### src/rtl/arp_resolver.sv
// rtl/arp_resolver.sv - ARP resolver with local IP->MAC cache, trigger/wait/query retry FSM
module arp_resolver #(
  parameter int CACHE_DEPTH = 4,
  parameter int WAIT_CYCLES = 200000,
  parameter int RETRY_MAX   = 3
) (
  input  logic        logic_clk,
  input  logic        logic_rst,
  input  logic [31:0] req_ip_in,
  input  logic        req_valid_in,
  output logic        req_ready_out,
  output logic [47:0] res_mac_out,
  output logic        res_err_out,
  output logic        res_valid_out,
  input  logic        res_ready_in,
  input  logic        cache_flush_in,
  output logic        trig_arp_qvalid_out,
  output logic [31:0] trig_arp_ip_out,
  input  logic        trig_arp_qready_in,
  output logic [31:0] arp_query_ip_out,
  output logic        arp_query_valid_out,
  input  logic        arp_query_ready_in,
  input  logic [47:0] arp_response_mac_in,
  input  logic        arp_response_valid_in,
  output logic        arp_response_ready_out,
  input  logic        arp_response_err_in
);
  localparam int PW = $clog2(CACHE_DEPTH);

  typedef enum logic [2:0] {
    S_IDLE, S_LOOKUP, S_TRIG, S_WAIT, S_QUERY, S_RESP, S_DONE
  } state_t;

  state_t      state_q, state_d;
  logic [31:0] ip_q, ip_d;
  logic [47:0] mac_q, mac_d;
  logic        err_q, err_d;
  logic        ready_q, ready_d;
  logic [7:0]  attempt_q, attempt_d;
  logic [31:0] wait_q, wait_d;

  logic [CACHE_DEPTH-1:0] valid_q;
  logic [31:0]            tag_q  [CACHE_DEPTH];
  logic [47:0]            data_q [CACHE_DEPTH];
  logic [PW-1:0]          ptr_q;

  logic          hit;
  logic [47:0]   hit_mac;
  logic          wr_en;
  logic [PW-1:0] wr_idx;

  // Parallel compare of the latched IP against every valid entry
  always_comb begin
    hit     = 1'b0;
    hit_mac = '0;
    for (int i = 0; i < CACHE_DEPTH; i++) begin
      if (valid_q[i] && tag_q[i] == ip_q) begin
        hit     = 1'b1;
        hit_mac = hit_mac | data_q[i];
      end
    end
  end

  // A flush in the write cycle empties the cache first, so the new entry lands at index 0
  assign wr_idx = cache_flush_in ? '0 : ptr_q;

  // Next-state and datapath decode for the resolution FSM
  always_comb begin
    state_d   = state_q;
    ip_d      = ip_q;
    mac_d     = mac_q;
    err_d     = err_q;
    attempt_d = attempt_q;
    wait_d    = wait_q;
    wr_en     = 1'b0;
    case (state_q)
      S_IDLE: begin
        if (req_valid_in && ready_q) begin
          ip_d      = req_ip_in;
          attempt_d = 8'd1;
          state_d   = S_LOOKUP;
        end
      end
      S_LOOKUP: begin
        if (hit) begin
          mac_d   = hit_mac;
          err_d   = 1'b0;
          state_d = S_DONE;
        end else begin
          state_d = S_TRIG;
        end
      end
      S_TRIG: begin
        if (trig_arp_qready_in) begin
          wait_d  = '0;
          state_d = S_WAIT;
        end
      end
      S_WAIT: begin
        if (wait_q == 32'(WAIT_CYCLES - 1)) begin
          state_d = S_QUERY;
        end else begin
          wait_d = wait_q + 32'd1;
        end
      end
      S_QUERY: begin
        if (arp_query_ready_in) begin
          state_d = S_RESP;
        end
      end
      S_RESP: begin
        if (arp_response_valid_in) begin
          if (!arp_response_err_in) begin
            // Never duplicate an IP that survives in the cache
            wr_en   = !(hit && !cache_flush_in);
            mac_d   = arp_response_mac_in;
            err_d   = 1'b0;
            state_d = S_DONE;
          end else if (attempt_q < 8'(RETRY_MAX)) begin
            attempt_d = attempt_q + 8'd1;
            state_d   = S_TRIG;
          end else begin
            mac_d   = '0;
            err_d   = 1'b1;
            state_d = S_DONE;
          end
        end
      end
      S_DONE: begin
        if (res_ready_in) begin
          state_d = S_IDLE;
        end
      end
      default: state_d = S_IDLE;
    endcase
    ready_d = (state_d == S_IDLE);
  end

  // FSM and result registers
  always_ff @(posedge logic_clk) begin
    if (logic_rst) begin
      state_q   <= S_IDLE;
      ip_q      <= '0;
      mac_q     <= '0;
      err_q     <= 1'b0;
      ready_q   <= 1'b0;
      attempt_q <= '0;
      wait_q    <= '0;
    end else begin
      state_q   <= state_d;
      ip_q      <= ip_d;
      mac_q     <= mac_d;
      err_q     <= err_d;
      ready_q   <= ready_d;
      attempt_q <= attempt_d;
      wait_q    <= wait_d;
    end
  end

  // Cache storage: flush clears valid bits, a same-cycle write then re-sets its own entry
  always_ff @(posedge logic_clk) begin
    if (logic_rst) begin
      valid_q <= '0;
      ptr_q   <= '0;
    end else begin
      if (cache_flush_in) begin
        valid_q <= '0;
        ptr_q   <= '0;
      end
      if (wr_en) begin
        valid_q[wr_idx] <= 1'b1;
        tag_q[wr_idx]   <= ip_q;
        data_q[wr_idx]  <= arp_response_mac_in;
        ptr_q           <= wr_idx + PW'(1);
      end
    end
  end

  assign req_ready_out          = ready_q;
  assign res_valid_out          = (state_q == S_DONE);
  assign res_mac_out            = mac_q;
  assign res_err_out            = err_q;
  assign trig_arp_qvalid_out    = (state_q == S_TRIG);
  assign trig_arp_ip_out        = ip_q;
  assign arp_query_valid_out    = (state_q == S_QUERY);
  assign arp_query_ip_out       = ip_q;
  assign arp_response_ready_out = (state_q == S_RESP);
endmodule

### config.mk
export PLATFORM = sky130hd
export DESIGN_NAME = arp_resolver
export DESIGN_NICKNAME = d
export VERILOG_FILES = /design/src/rtl/arp_resolver.sv
export SDC_FILE = /design/constraint.sdc
export NUM_CORES = 1
export LEC_CHECK = 0
export ABC_AREA = 1
export CORE_ASPECT_RATIO = 2
export CORE_MARGIN = 4
export CORE_UTILIZATION = 30
export CTS_CLUSTER_SIZE = 14
export DETAILED_ROUTE_END_ITERATION = 10
export GPL_TIMING_DRIVEN = 0
export PLACE_DENSITY = 0.51
export SYNTH_ARGS = -nofsm -noshare
export SYNTH_HDL_FRONTEND = slang
export SYNTH_SLANG_ARGS = --single-unit
export TNS_END_PERCENT = 30
### constraint.sdc
create_clock -name logic_clk -period 7.2 [get_ports logic_clk]
set_clock_uncertainty 0.15 [all_clocks]
set_input_delay 1.44 -clock logic_clk [delete_from_list [all_inputs] [get_ports logic_clk]]
set_output_delay 1.44 -clock logic_clk [all_outputs]
set_load 0.005 [all_outputs]
After elaboration in Yosys (flattened, before gate mapping)
Memories as Yosys holds them, arrays and structs flattened.
Cells that the tools add are included.
{ "totals": {"mem_bits_rw": 320, "romBits": 0, "inputBits": 89, "latch_bits": 0, "ff_bits": 131, "mem_count": 2} }
{ "memory_table": {"columns": ["name", "words", "word_bits", "read_ports", "rd_ports_with_merged_regs", "wr", "line_no", "source"], "rows": [
  ["data_q", 4, 48, 4, 0, 1, "44", "logic [47:0] data_q [CACHE_DEPTH];"],
  ["tag_q", 4, 32, 4, 0, 1, "43", "logic [31:0] tag_q [CACHE_DEPTH];"]
]} }
{ "classes": {"mux": 49, "multipliers": 0, "div": 0, "bitwise": 4, "n_shift": 0, "add_sub_neg": 3, "reduce_logical": 18, "order_cmp": 3, "n_eq_ne": 19} }
{ "op_table": {"columns": ["cell", "count"], "rows": [
  ["2-to-1 mux 48 bit", 8],
  ["bitwise OR 48 bit", 3],
  ["== test 32 bit", 4],
  ["one-hot mux 48 bit (2 select lines)", 1],
  ["2-to-1 mux 32 bit", 2],
  ["one-hot mux 32 bit (2 select lines)", 1],
  ["adder 32 x 1 -> 32 bit, second input constant", 1],
  ["== test 32 x 18 -> 1 bit, second input constant", 1],
  ["2-to-1 mux 8 bit", 4],
  ["2-to-1 mux 3 bit", 9],
  ["one-hot mux 3 bit (7 select lines)", 1],
  ["one-hot mux 8 bit (2 select lines)", 1],
  ["2-to-1 mux 1 bit", 15],
  ["2-to-1 mux 4 bit", 3],
  ["== test 3 bit, second input constant", 3],
  ["adder 8 x 1 -> 8 bit, second input constant", 1],
  ["less-than comparator 8 x 2 -> 1 bit, second input constant", 1],
  ["inequality test 2 bit, second input constant", 4],
  ["logical AND 1 bit", 7],
  ["== test 3 x 2 -> 1 bit, second input constant", 2],
  ["zero test 3 bit", 2],
  ["inequality test 2 x 1 -> 1 bit, second input constant", 3],
  ["nonzero test 2 bit", 3],
  ["AND reduction 5 bit", 1],
  ["other kinds (13)", 15]
]} }

Depth between registers and ports, before layout
{ "logic_depth": {"depth_word": 14, "depth_mapped": 17, "mapped_depth_nobuf": 15} }

Worst setup path after synthesis
OpenSTA, ideal clock, no wires.
{ "synth_path": {"kind": "input-to-reg", "from": "input logic_rst", "to": "memory data_q[0][0] (enable)", "t_arrival_ns": 5.531, "n_path_buf": 2, "slack_ns": 0.999, "stages": 5, "cell_sequence": "clkbuf_1 -> inv_1 -> clkbuf_1 -> nand3_1 -> nor2_1"} }
{ "synth_via": {"elab_chain_cells": 2} }
{ "synth_rtl": {"columns": ["element", "line_no", "source"], "rows": [
  ["from (decl)", "8", "input logic logic_rst,"],
  ["2-to-1 mux 1 bit", "162", "if (logic_rst) begin"],
  ["2-to-1 mux 1 bit (not written as such)", "173", "data_q[wr_idx] <= arp_response_mac_in;"],
  ["to (decl)", "44", null]
]} }
Every way passes these cells.

Worst setup path in the final report
{ "layout_path": {"from": "input logic_rst", "to": "memory data_q[0][20] (enable)"} }
Same word-level chain as after synthesis.

==> summary.txt <==
Status
  • Status: complete, no violations

CTS
  • Sinks on the clock net: ~450
  • CTS buffer count: 45
  • Max Buffers Root-to-Sink: 3
  • # hold bufs at CTS: 0
  • CTS tree: done
  • CTS clock-pin slew for the worst setup and hold paths: 60 ps
  • Post-cts resize count: 0
  • Root buf cell: clkbuf_16
  • Clock Latency Late Sink: roughly 580 ps
  • Total number of H-tree levels: 2
  • Total setup buffers inserted after CTS: 0

Logic synthesis
  • Post-synth top cells: nand2_1, edfxtp_1, nor2_1
  • Post-synth top area cell: edfxtp_1
  • Syn avg cell area: roughly 9.0 sq um
  • Syn Nets: about 2300
  • Top post-synthesis cells by area: edfxtp_1, nand2_1, dfxtp_1, nor2_1, inv_1
  • Sequential area share after synthesis: approximately three fifths
  • Post-synth EDFFs: between 300 and 400
  • Synth top area share: a little under half
  • Cells after synthesis: 2236
  • Asr flop ratio synth: 0%
  • Top_reg_cell synth: edfxtp_1
  • Yosys reg bits: around 450
  • Synth warn: 0
  • Synth cell types: 38
  • Mapped Area: between 0.02 and 0.025 sq mm
  • Count leader, synth: nand2_1

Setup path
  • WP depth: 7
  • Most frequent CP cell: clkbuf_1
  • Family with the most delay on the worst path: buffers and inverters
  • Worst endpoint data arrival time: between 4000 and 5000 ps
  • Crit-path max cell delay: 930 ps
  • Crit end category: flip-flop
  • Crit Path Category: in2reg
  • Crit start category: primary input
  • Worst r2r dst: data_q[0][20]
  • Crit-path cells: clkbuf_1, inv_1, clkbuf_1, nand3_1, nor2_4, buf_12, buf_16
  • Worst Path Required: between 7000 and 8000 ps
  • Reg-to-reg critical path startpoint: arp_query_ip_out[25]
  • CP max FO: 25
  • FF-to-FF path depth: 15
  • R2R setup slack: about 2800 ps
  • CP max-delay cell: nor2_4
  • Buf/Inv on CP: 5

Global routing
  • GRT Residual Overflow: 0
  • Initial antenna violation count: 11
  • Total track usage: a little under a fifth
  • First-pass GRT wire length: 100000 um
  • Vias in the first global route: approximately 16000
  • Pin count of the biggest net entering global routing: 27

Detailed routing
  • DR DRC count: 0
  • 1st-iter DRT viols: just under 900
  • Routed Antenna Nets: 0
  • Vias: approximately 16000
  • Wire per inst: 20.1 um
  • Routed WL: about 69000 um
  • Vias/cell: 4.61
  • Drt first pass iters: 5

Timing
  • Worst slew pin tran: 1030 ps
  • Crit path time final: ~4500 ps
  • Final hold violations: 0
  • Setup tns final: 0 ps
  • Final setup fails: 0
  • FMAX: about 220 MHz
  • Fin. max-slew vios: 0
  • Worst slew margin: 31.5%
  • Setup WS post-layout: 2740 ps
  • Period utilisation layout: slightly above 60%
  • RSZ-0062 raised after global routing: false

Finish
  • Ratio of cells with drive above 1 in the final layout: under 10%
  • Layout net count: 2596
  • Final Core Density: between 30% and 40%
  • Layout area overhead: 24.9%

Power
  • Peak VDD IR: approximately 0.19 mV
  • Switching power share of the total: between 20% and 30%
  • Seq pwr share: between 40 and 50%
  • Leakage: between 9 and 10 nW
  • Cell Int Power: roughly 0.0046 W
  • Gate power share: approximately an eighth
  • Power per cell area: 246 mW/mm^2
  • Clk pwr share: roughly 40%
  • Psw: between 0.0015 and 0.002 W

Die
  • Row Count: between 100 and 150
  • Die footprint: 0.0713 sq mm
  • Core area: between 0.06 and 0.07 sq mm
  • Initial Utilization: a little under a third
  • DIE WIDTH: between 150 and 200 um
  • Die Y-Extent: approximately 370 um
  • Ports: 207

Placed design
  • Post-DP HPWL: between 50000 and 60000 um
  • Buffers on Ports: between 200 and 250
  • Routability Congestion: 0.900
  • Placement Setup Slack: 2020 ps

Hold path
  • Hold crit path type: reg2reg
  • Hold Crit Depth: 2
  • Worst Hold End: attempt_q[2]
  • Min-delay src: attempt_q[2]

Job
  • Max-cap viol count: 0
[power by group through the flow]
| stage | registers [W] | logic (W) | clock network [W] |
|---|---|---|---|
| finish | 0.00297 | 0.000720 | 0.00246 |
| global route | 0.00299 | 0.000793 | 0.00262 |
| CTS | 0.00298 | 0.000732 | 0.00253 |
| detailed placement | 0.00303 | 0.000728 | 0 |
| global placement | 0.00303 | 0.000724 | 0 |
| floorplan | 0.00298 | 0.000329 | 0 |
[worst max-delay path by stage]
| stage | start | to | slack (ps) |
|---|---|---|---|
| after floorplan | logic_rst | data_q[0][0] | 1000 |
| after global placement | logic_rst | data_q[1][43] | -3290 |
| after detailed placement | logic_rst | data_q[0][20] | 2020 |
| after CTS | logic_rst | data_q[0][10] | 2630 |
| after global routing | logic_rst | data_q[0][20] | 2510 |
| final | logic_rst | data_q[0][20] | 2740 |
[layout make-up]
cell class	instances	area, sq um
plain buffers	118	638
fillers	6704	41000
inverters	198	743
clock buffers	58	1220
clock inverters	24	279
diodes	4	10.0
well taps	877	1100
multi-input cells	1469	6480
repair buffers	218	2360
flip-flops and latches	451	12200
[flip-flops by register name, summed over array words and instances, names as in the netlist]
signal / flops
wait_q: 32
req_ready_out: 1
arp_query_ip_out: 32
res_err_out: 1
state_q: 3
attempt_q: 8
ptr_q: 2
data_q: 192
tag_q: 128
valid_q: 4
res_mac_out: 48
[worst register-to-register path: stages (launching register included)]
cell	delay (ps)
dfxtp_1	700
inv_2	260
nand2_1	150
o21ai_0	90
nor2_1	90
nand2_1	70
nor2_1	740
nand3_1	260
nor2_1	190
nor2_1	90
nand2_1	110
nand2_1	100
nand3_1	420
nor2_4	310
buf_12	260
buf_16	180
[stage by stage]
stage	instances	total power [W]	cell area, sq um	hold slack [ps]
after floorplan	2236	0.00331	20100	273
after global placement	3318	0.00375	23200	280
after detailed placement	3331	0.00376	23500	291
after CTS	3413	0.00624	25000	300
after global routing	3414	0.00640	25100	318
final	3417	0.00616	25100	296
[cell usage in the layout (no fill, tap or decap), drive strengths merged, types with 63 or more instances in the layout]
| master | instances |
|---|---|
| dfxtp | 131 |
| inv | 200 |
| nand3 | 100 |
| nand4 | 63 |
| nor2 | 321 |
| clkdlybuf4s50 | 205 |
| edfxtp | 320 |
| o21ai | 79 |
| nand2 | 716 |
| buf | 84 |
| a21oi | 72 |
| clkbuf | 105 |
[cell families (layout without fill, tap and decap cells)]
family / count (synthesis) / after routing / share of synthesized area [%]
xor+xnor: 42 / 42 / 1.83
simple gates: 1262 / 1262 / 25.8
buf+inv: 316 / 616 / 6.89
fa+ha+maj: 6 / 6 / 0.374
compound gates: 159 / 159 / 4.10
flops: 451 / 451 / 61.0
other cells: 0 / 4 / 0
[layer usage]
layer / global-route usage (%) / vias up / wire (um)
met2: 35.9 / 401 / 37200
met4: 8.80 / 14 / 3290
met1: 19.4 / 7402 / 24600
li1: - / 7789 / -
met3: 3.51 / 141 / 3440
met5: 0 / - / 103
(Power assumes the default switching activity.)
